--- src/rtl/cat_trap_pkg.sv ---
// Shared definitions for the Cat Trap game.
// Holds the one-hot game state encodings, the 2-bit cell codes returned by the
// board read port, the grid size, the renderer colour constants, and a
// one-hot-to-index helper used to decode the cursor Row/Col buses.
package cat_trap_pkg;

    localparam int GRID_DIM = 8;

    typedef logic [4:0] state_t;
    typedef logic [1:0] cell_t;

    localparam state_t START    = 5'b00001;
    localparam state_t PLAY     = 5'b00010;
    localparam state_t GAMEOVER = 5'b00100;
    localparam state_t GAMEWIN  = 5'b01000;
    localparam state_t CAT_MOVE = 5'b10000;

    localparam cell_t FREE    = 2'b00;
    localparam cell_t BLOCKED = 2'b01;
    localparam cell_t CAT     = 2'b10;

    // 12-bit RGB colours used by the renderer for free / blocked / cat cells.
    localparam logic [11:0] WHITE  = 12'hFFF;
    localparam logic [11:0] GRAY   = 12'h888;
    localparam logic [11:0] ORANGE = 12'hF80;

    // Index of the set bit of an 8-bit one-hot vector. Only meaningful when
    // the input is exactly one-hot; validity is checked separately.
    function automatic logic [2:0] oh8_to_idx(input logic [7:0] oh);
        logic [2:0] idx;
        idx = '0;
        for (int i = 0; i < 8; i++) begin
            if (oh[i]) idx = 3'(i);
        end
        return idx;
    endfunction

endpackage

--- src/rtl/btn_debounce.sv ---
// Button debouncer: 2-flop synchroniser, stability counter and rising-edge
// pulse generator.
// Ports:
//   clk   - system clock
//   rst   - synchronous active-high reset
//   btn   - raw asynchronous, bouncy button input
//   pulse - single-cycle pulse on each accepted 0->1 change of the stable level
module btn_debounce #(
    parameter int DB_CYCLES = 250000
) (
    input  logic clk,
    input  logic rst,
    input  logic btn,
    output logic pulse
);

    localparam int CW = $clog2(DB_CYCLES + 1);
    localparam logic [CW-1:0] CNT_LAST = CW'(DB_CYCLES - 1);

    logic          sync1;
    logic          sync2;
    logic          stable;
    logic [CW-1:0] cnt;

    always_ff @(posedge clk) begin
        if (rst) begin
            sync1  <= 1'b0;
            sync2  <= 1'b0;
            stable <= 1'b0;
            cnt    <= '0;
            pulse  <= 1'b0;
        end else begin
            sync1 <= btn;
            sync2 <= sync1;
            pulse <= 1'b0;
            if (sync2 == stable) begin
                cnt <= '0;
            end else if (cnt == CNT_LAST) begin
                // DB_CYCLES consecutive mismatching samples: accept the level.
                stable <= sync2;
                cnt    <= '0;
                pulse  <= sync2;
            end else begin
                cnt <= cnt + 1'b1;
            end
        end
    end

endmodule

--- src/rtl/cat_trap_board.sv ---
// Cat Trap game-state writer. Owns the 8x8 blocked mask, the cat position and
// the game FSM; serves a registered cell-read port to the VGA renderer.
// Ports:
//   clk, Reset          - clock, synchronous active-high reset
//   BtnC                - raw select button (debounced internally)
//   Row, Col            - one-hot cursor row / column
//   rd_col, rd_row      - renderer read coordinate
//   rd_cell             - cell code at the read coordinate, 1-cycle latency
//   state               - one-hot game state
//   cat_col, cat_row    - current cat position
//   move_count          - accepted player blocks this game (saturating)
module cat_trap_board
    import cat_trap_pkg::*;
#(
    parameter int DB_CYCLES     = 250000,
    parameter int CAT_START_COL = 3,
    parameter int CAT_START_ROW = 3
) (
    input  logic       clk,
    input  logic       Reset,
    input  logic       BtnC,
    input  logic [7:0] Row,
    input  logic [7:0] Col,
    input  logic [2:0] rd_col,
    input  logic [2:0] rd_row,
    output logic [1:0] rd_cell,
    output logic [4:0] state,
    output logic [2:0] cat_col,
    output logic [2:0] cat_row,
    output logic [7:0] move_count
);

    localparam logic [2:0] START_COL = 3'(CAT_START_COL);
    localparam logic [2:0] START_ROW = 3'(CAT_START_ROW);
    localparam logic [2:0] EDGE_HI   = 3'(GRID_DIM - 1);

    // Bit index is {row, col}.
    logic [GRID_DIM*GRID_DIM-1:0] blocked;

    logic press;

    btn_debounce #(.DB_CYCLES(DB_CYCLES)) u_db (
        .clk  (clk),
        .rst  (Reset),
        .btn  (BtnC),
        .pulse(press)
    );

    // Cursor decode
    logic       sel_valid;
    logic [5:0] sel_idx;
    logic       sel_is_cat;

    assign sel_valid  = $onehot(Row) && $onehot(Col);
    assign sel_idx    = {oh8_to_idx(Row), oh8_to_idx(Col)};
    assign sel_is_cat = (sel_idx == {cat_row, cat_col});

    // Neighbour evaluation, priority N, E, S, W
    logic       n_free, e_free, s_free, w_free;
    logic       any_free;
    logic [2:0] nxt_col, nxt_row;
    logic       nxt_on_edge;

    assign n_free = (cat_row != 3'd0)    && !blocked[{cat_row - 3'd1, cat_col}];
    assign e_free = (cat_col != EDGE_HI) && !blocked[{cat_row, cat_col + 3'd1}];
    assign s_free = (cat_row != EDGE_HI) && !blocked[{cat_row + 3'd1, cat_col}];
    assign w_free = (cat_col != 3'd0)    && !blocked[{cat_row, cat_col - 3'd1}];
    assign any_free = n_free || e_free || s_free || w_free;

    always_comb begin
        nxt_col = cat_col;
        nxt_row = cat_row;
        if (n_free)      nxt_row = cat_row - 3'd1;
        else if (e_free) nxt_col = cat_col + 3'd1;
        else if (s_free) nxt_row = cat_row + 3'd1;
        else if (w_free) nxt_col = cat_col - 3'd1;
    end

    assign nxt_on_edge = (nxt_row == 3'd0) || (nxt_row == EDGE_HI) ||
                         (nxt_col == 3'd0) || (nxt_col == EDGE_HI);

    // Read port: cat wins over blocked. Built from current registers so a
    // write landing on the same edge is not yet visible.
    logic [1:0] rd_next;

    always_comb begin
        rd_next = FREE;
        if (rd_col == cat_col && rd_row == cat_row) rd_next = CAT;
        else if (blocked[{rd_row, rd_col}])         rd_next = BLOCKED;
    end

    always_ff @(posedge clk) begin
        if (Reset) begin
            state      <= START;
            blocked    <= '0;
            cat_col    <= START_COL;
            cat_row    <= START_ROW;
            move_count <= '0;
            rd_cell    <= FREE;
        end else begin
            rd_cell <= rd_next;
            case (state)
                START: begin
                    if (press) state <= PLAY;
                end
                PLAY: begin
                    if (press && sel_valid && !blocked[sel_idx] && !sel_is_cat) begin
                        blocked[sel_idx] <= 1'b1;
                        if (move_count != 8'hFF) move_count <= move_count + 8'd1;
                        state <= CAT_MOVE;
                    end
                end
                CAT_MOVE: begin
                    // Presses during this cycle are intentionally dropped.
                    if (!any_free) begin
                        state <= GAMEWIN;
                    end else begin
                        cat_col <= nxt_col;
                        cat_row <= nxt_row;
                        state   <= nxt_on_edge ? GAMEOVER : PLAY;
                    end
                end
                GAMEOVER, GAMEWIN: begin
                    if (press) begin
                        state      <= START;
                        blocked    <= '0;
                        cat_col    <= START_COL;
                        cat_row    <= START_ROW;
                        move_count <= '0;
                    end
                end
                default: state <= START;
            endcase
        end
    end

endmodule

--- config.mk ---
export PLATFORM = sky130hd
export DESIGN_NAME = cat_trap_board
export DESIGN_NICKNAME = d
export VERILOG_FILES = /design/src/rtl/cat_trap_pkg.sv /design/src/rtl/btn_debounce.sv /design/src/rtl/cat_trap_board.sv
export SDC_FILE = /design/constraint.sdc
export NUM_CORES = 1
export LEC_CHECK = 0
export ABC_AREA = 0
export BUFFER_PORTS_ARGS = -buffer_cell sky130_fd_sc_hd__buf_4
export CORE_ASPECT_RATIO = 1.1
export CORE_MARGIN = 10
export CORE_UTILIZATION = 56
export DETAILED_ROUTE_END_ITERATION = 16
export GPL_ROUTABILITY_DRIVEN = 0
export PLACE_DENSITY = 0.8
export SYNTH_ARGS = -nofsm -noshare
export SYNTH_HDL_FRONTEND = slang
export SYNTH_SLANG_ARGS = --single-unit
--- constraint.sdc ---
create_clock -name clk -period 3.9 [get_ports clk]
set_input_delay 0.195 -clock clk [delete_from_list [all_inputs] [get_ports clk]]
set_output_delay 0.195 -clock clk [all_outputs]
set_load 0.02 [all_outputs]
==> run summary <==
The flow ran to the end, but the final reports show violations. The final reports fail on negative setup slack. The switching share of total power was 0.2743; the per-cell via count in the routed design was 7.069.

STA classifies the critical path endpoint as a register. The run gives 0.392 as the power share of the clock group. The slew at the pin closest to its max-slew limit is 1073 ps.

The final-report hold violation count is 0, and the sum of overflow across all layers after global routing is 0. Based on the critical path, the design can be clocked at up to 0.2562 GHz. The worst relative slew slack is 0.2782.

The logs give 7914 um2 for the area of the mapped netlist and 0 for the total of warnings raised by yosys. The design draws 0.002279 W. The run gives 7783 as the overall via count from detail_route. At the later pin of the worst-skew pair, clock insertion delay measures 360 ps. Counting instances, the worst hold path has a depth of 2. The wire length of the first global-routing pass was 38990 um. The library cell used as clock root buffer was clkbuf_16.

The async set-reset flop share out of synthesis is 0, and the max capacitance violation total is 0. The critical path class is input pin to register. The logs give 7304 for the number of global-route vias before repair and 4190 ps for the endpoint arrival time on the critical path. The average instance in the mapped netlist occupies 9.181 um2. Clock-pin transition on the worst setup and hold timing paths: 80 ps. Portion of total power attributed to combinational logic: 0.128. The final count of negative-setup-slack endpoints is 1, and the share of the clock period used by the worst path after layout is 1.001. In this run the worst hold path is classified as input pin to register. Detailed-route wire length: 25470 um. STA puts the critical path data required time at 4190 ps. The depth of the most critical reg-to-reg path works out to 13.

The logs give 45 for the site row count and 0.6663 for the share of the core filled with cells in the final layout. The worst setup path is launched from an input pin. The sequential power share was 0.480. Setup repair after global routing could not meet its margin everywhere. The y dimension of the die is 144.7 um. The synthesized netlist contains 78 unique library cells. Die outline width: 133.3 um. Buffers placed on the I/O ports in this run total 45. The logs give 3 for the number of H-tree levels and -444.5 ps for the worst slack at placement.

In the post-synthesis netlist, the biggest area contributors are dfxtp_1 (27%), mux4_2 (18%), nand2_1 (5.6%). Peak supply drop: 0.0001846 V. The number of hold buffers added after cts was 0; the detailed-router iteration count before antenna repair was 6. The final layout net count is 957, and the number of nets with antenna violations after routing is 0. Dividing total power by cell area gives a power density of 246.9 nW/um2. The number of flops mapped to enable cells by yosys was 0; the top cell type's share of synthesized area was 0.2707.

The final worst setup slack was -3.334 ps. The core region is 13850 um2. In the routed design, unresolved DRC markers number 0. The initial antenna violation count is 0. The net count after synthesis was 911; the total number of clock tree sinks was 107.

The leakage power was 3.266 nW; the net switching power was 0.0006252 W. TritonCTS built the clock tree. The clock passes through at most 2 buffers.

The prevailing post-synth register cell is dfxtp_1. 46 I/O pins were placed. The number of DRC markers after the initial detailed-route iteration was 1222; the post-detailed-placement half-perimeter wirelength was 17560 um. The global-route usage over all layers is 0.2506, and the diode insertion count for antenna repair is 0.

The routed length per placed instance was 23.14 um; the number of buffers inserted during clock tree synthesis was 9. Entering global routing, the biggest net connects 53 pins. Effective utilization at floorplan: 0.5714. The run gives 862 as the number of instances in the synthesized netlist.

Internal power comes to 0.001654 W. The clock skew after layout was 5.532 ps; the sequential-to-total area share from yosys stat was 0.2707. The layout cell share with drive strength beyond 1 was 0.2705; the number of pins with negative max-slew slack in the final report was 0. For the finished layout, the period the worst path requires is 3903 ps.

The biggest area contributor in the post-synthesis netlist is dfxtp_1. The area growth from synthesis to layout is 16.62%, and the register bit count reported by yosys is 107. Of all nets on the critical path, the largest fanout is 8.

For the die outline area, the log shows 19290 um2.
==> flip-flops by register name (all words and copies together) (netlist names), 2 cells and up <==
signal / cells
cat_row: 3
cat_col: 3
rd_cell: 2
blocked: 64
state: 5
move_count: 8
u_db.cnt: 18
==> power by group through the flow <==
stage	sequential, W	combinational (W)	clock (W)
global placement	0.00112	0.000244	0
finish	0.00109	0.000292	0.000894
global route	0.00109	0.000319	0.000924
CTS	0.00109	0.000258	0.000882
floorplan	0.00112	0.000166	0
detailed placement	0.00112	0.000250	0
==> cell usage after synthesis (all sizes together), types with 4 or more instances <==
| master | count |
|---|---|
| a2111o | 6 |
| a211oi | 8 |
| a21oi | 21 |
| a221oi | 7 |
| a22oi | 13 |
| a311oi | 4 |
| a31oi | 6 |
| and2 | 10 |
| and3 | 19 |
| buf | 19 |
| clkbuf | 41 |
| dfxtp | 107 |
| fa | 8 |
| ha | 16 |
| inv | 36 |
| mux2 | 5 |
| mux2i | 35 |
| mux4 | 62 |
| nand2 | 118 |
| nand3 | 36 |
| nand4 | 12 |
| nor2 | 54 |
| nor2b | 7 |
| nor3 | 10 |
| nor4 | 7 |
| nor4b | 4 |
| o2111ai | 6 |
| o21a | 4 |
| o21ai | 33 |
| o22ai | 8 |
| o31ai | 51 |
| or3 | 6 |
| xnor2 | 18 |
| xor2 | 11 |
==> cell usage in the layout (no fill, tap or decap), types with 12 or more instances in the layout <==
cell	netlist	routed
nor2_1	54	52
a22oi_1	13	12
nand2_1	118	116
inv_1	33	27
o21ai_2	8	12
mux4_2	62	62
o21ai_0	14	14
nand4_1	12	12
mux2i_1	35	34
o31ai_1	51	38
a21oi_1	21	21
nand3_1	35	33
buf_4	1	84
dfxtp_1	107	105
ha_1	16	12
and3_1	19	19
clkbuf_16	0	12
xnor2_1	18	18
==> metal layers <==
layer | track usage | part of all wire | up-vias | routed length [um]
met4 | 0.1295 | 0.058 | 0 | 1473
met5 | 0 | 0 | - | 0
met2 | 0.3969 | 0.46 | 596 | 11640
met1 | 0.3125 | 0.37 | 3641 | 9482
li1 | - | - | 3402 | -
met3 | 0.06138 | 0.11 | 144 | 2876
==> path summary, 6_finish.rpt <==
kind | start | endpoint | slack (ps)
worst max-delay path | Col[0] | blocked[12] | -3
worst max register to register | cat_col[1] | state[1] | 200
worst min register to register | u_db.sync1 | u_db.sync2 | 440
worst min-delay path | BtnC | u_db.sync1 | 50
==> metrics by stage <==
stage                     area (um2)  cells  TNS, ps  hold WS, ps
final                           9229   1101   -3.334        46.72
after global placement          8597   1075    -5258        405.0
after floorplan                 7978    862   -633.6        323.2
after global routing            9229   1101    -2858        59.17
after detailed placement        8597   1075   -12290        415.5
after CTS                       8919   1095        0        44.17
==> cell type report <==
class | count | area, um2
Tap cell | 188 | 235.2
Clock buffer | 9 | 225.2
Multi-Input combinational cell | 656 | 5597
Fill cell | 1097 | 4622
Sequential cell | 107 | 2145
Clock inverter | 7 | 51.30
Timing Repair Buffer | 95 | 822.0
Inverter | 39 | 153.9
==> timing repair <==
action                                  4_1_cts  5_1_grt
endpoints found under the setup margin        9       75
setup buffers                                 4        5
resized for setup                             5       50
gates cloned                                  0        4
pin swaps                                     7       16
==> worst max-delay path, stage by stage <==
cell and delay [ps]:
buf_4 80, inv_2 30, fa_1 510, fa_1 540, fa_1 410, inv_1 70
ha_2 170, inv_1 60, fa_2 330, a211o_1 240, a22oi_2 170, nand3_2 130
nor4b_4 320, nand3_2 170, or4b_4 610, o21ai_2 170
==> cell families after synthesis <==
| family | count (synthesis) | share of synthesized area |
|---|---|---|
| xor gates and xnor gates | 29 | 0.03209 |
| AOI/OAI and AO/OA | 204 | 0.1923 |
| DFF | 107 | 0.2707 |
| muxes | 102 | 0.2278 |
| buffers and inverters | 99 | 0.05028 |
| and+or+nand+nor | 297 | 0.1813 |
| adders and majority gates | 24 | 0.04553 |
Note: power is estimated with default switching activity, not from simulation.
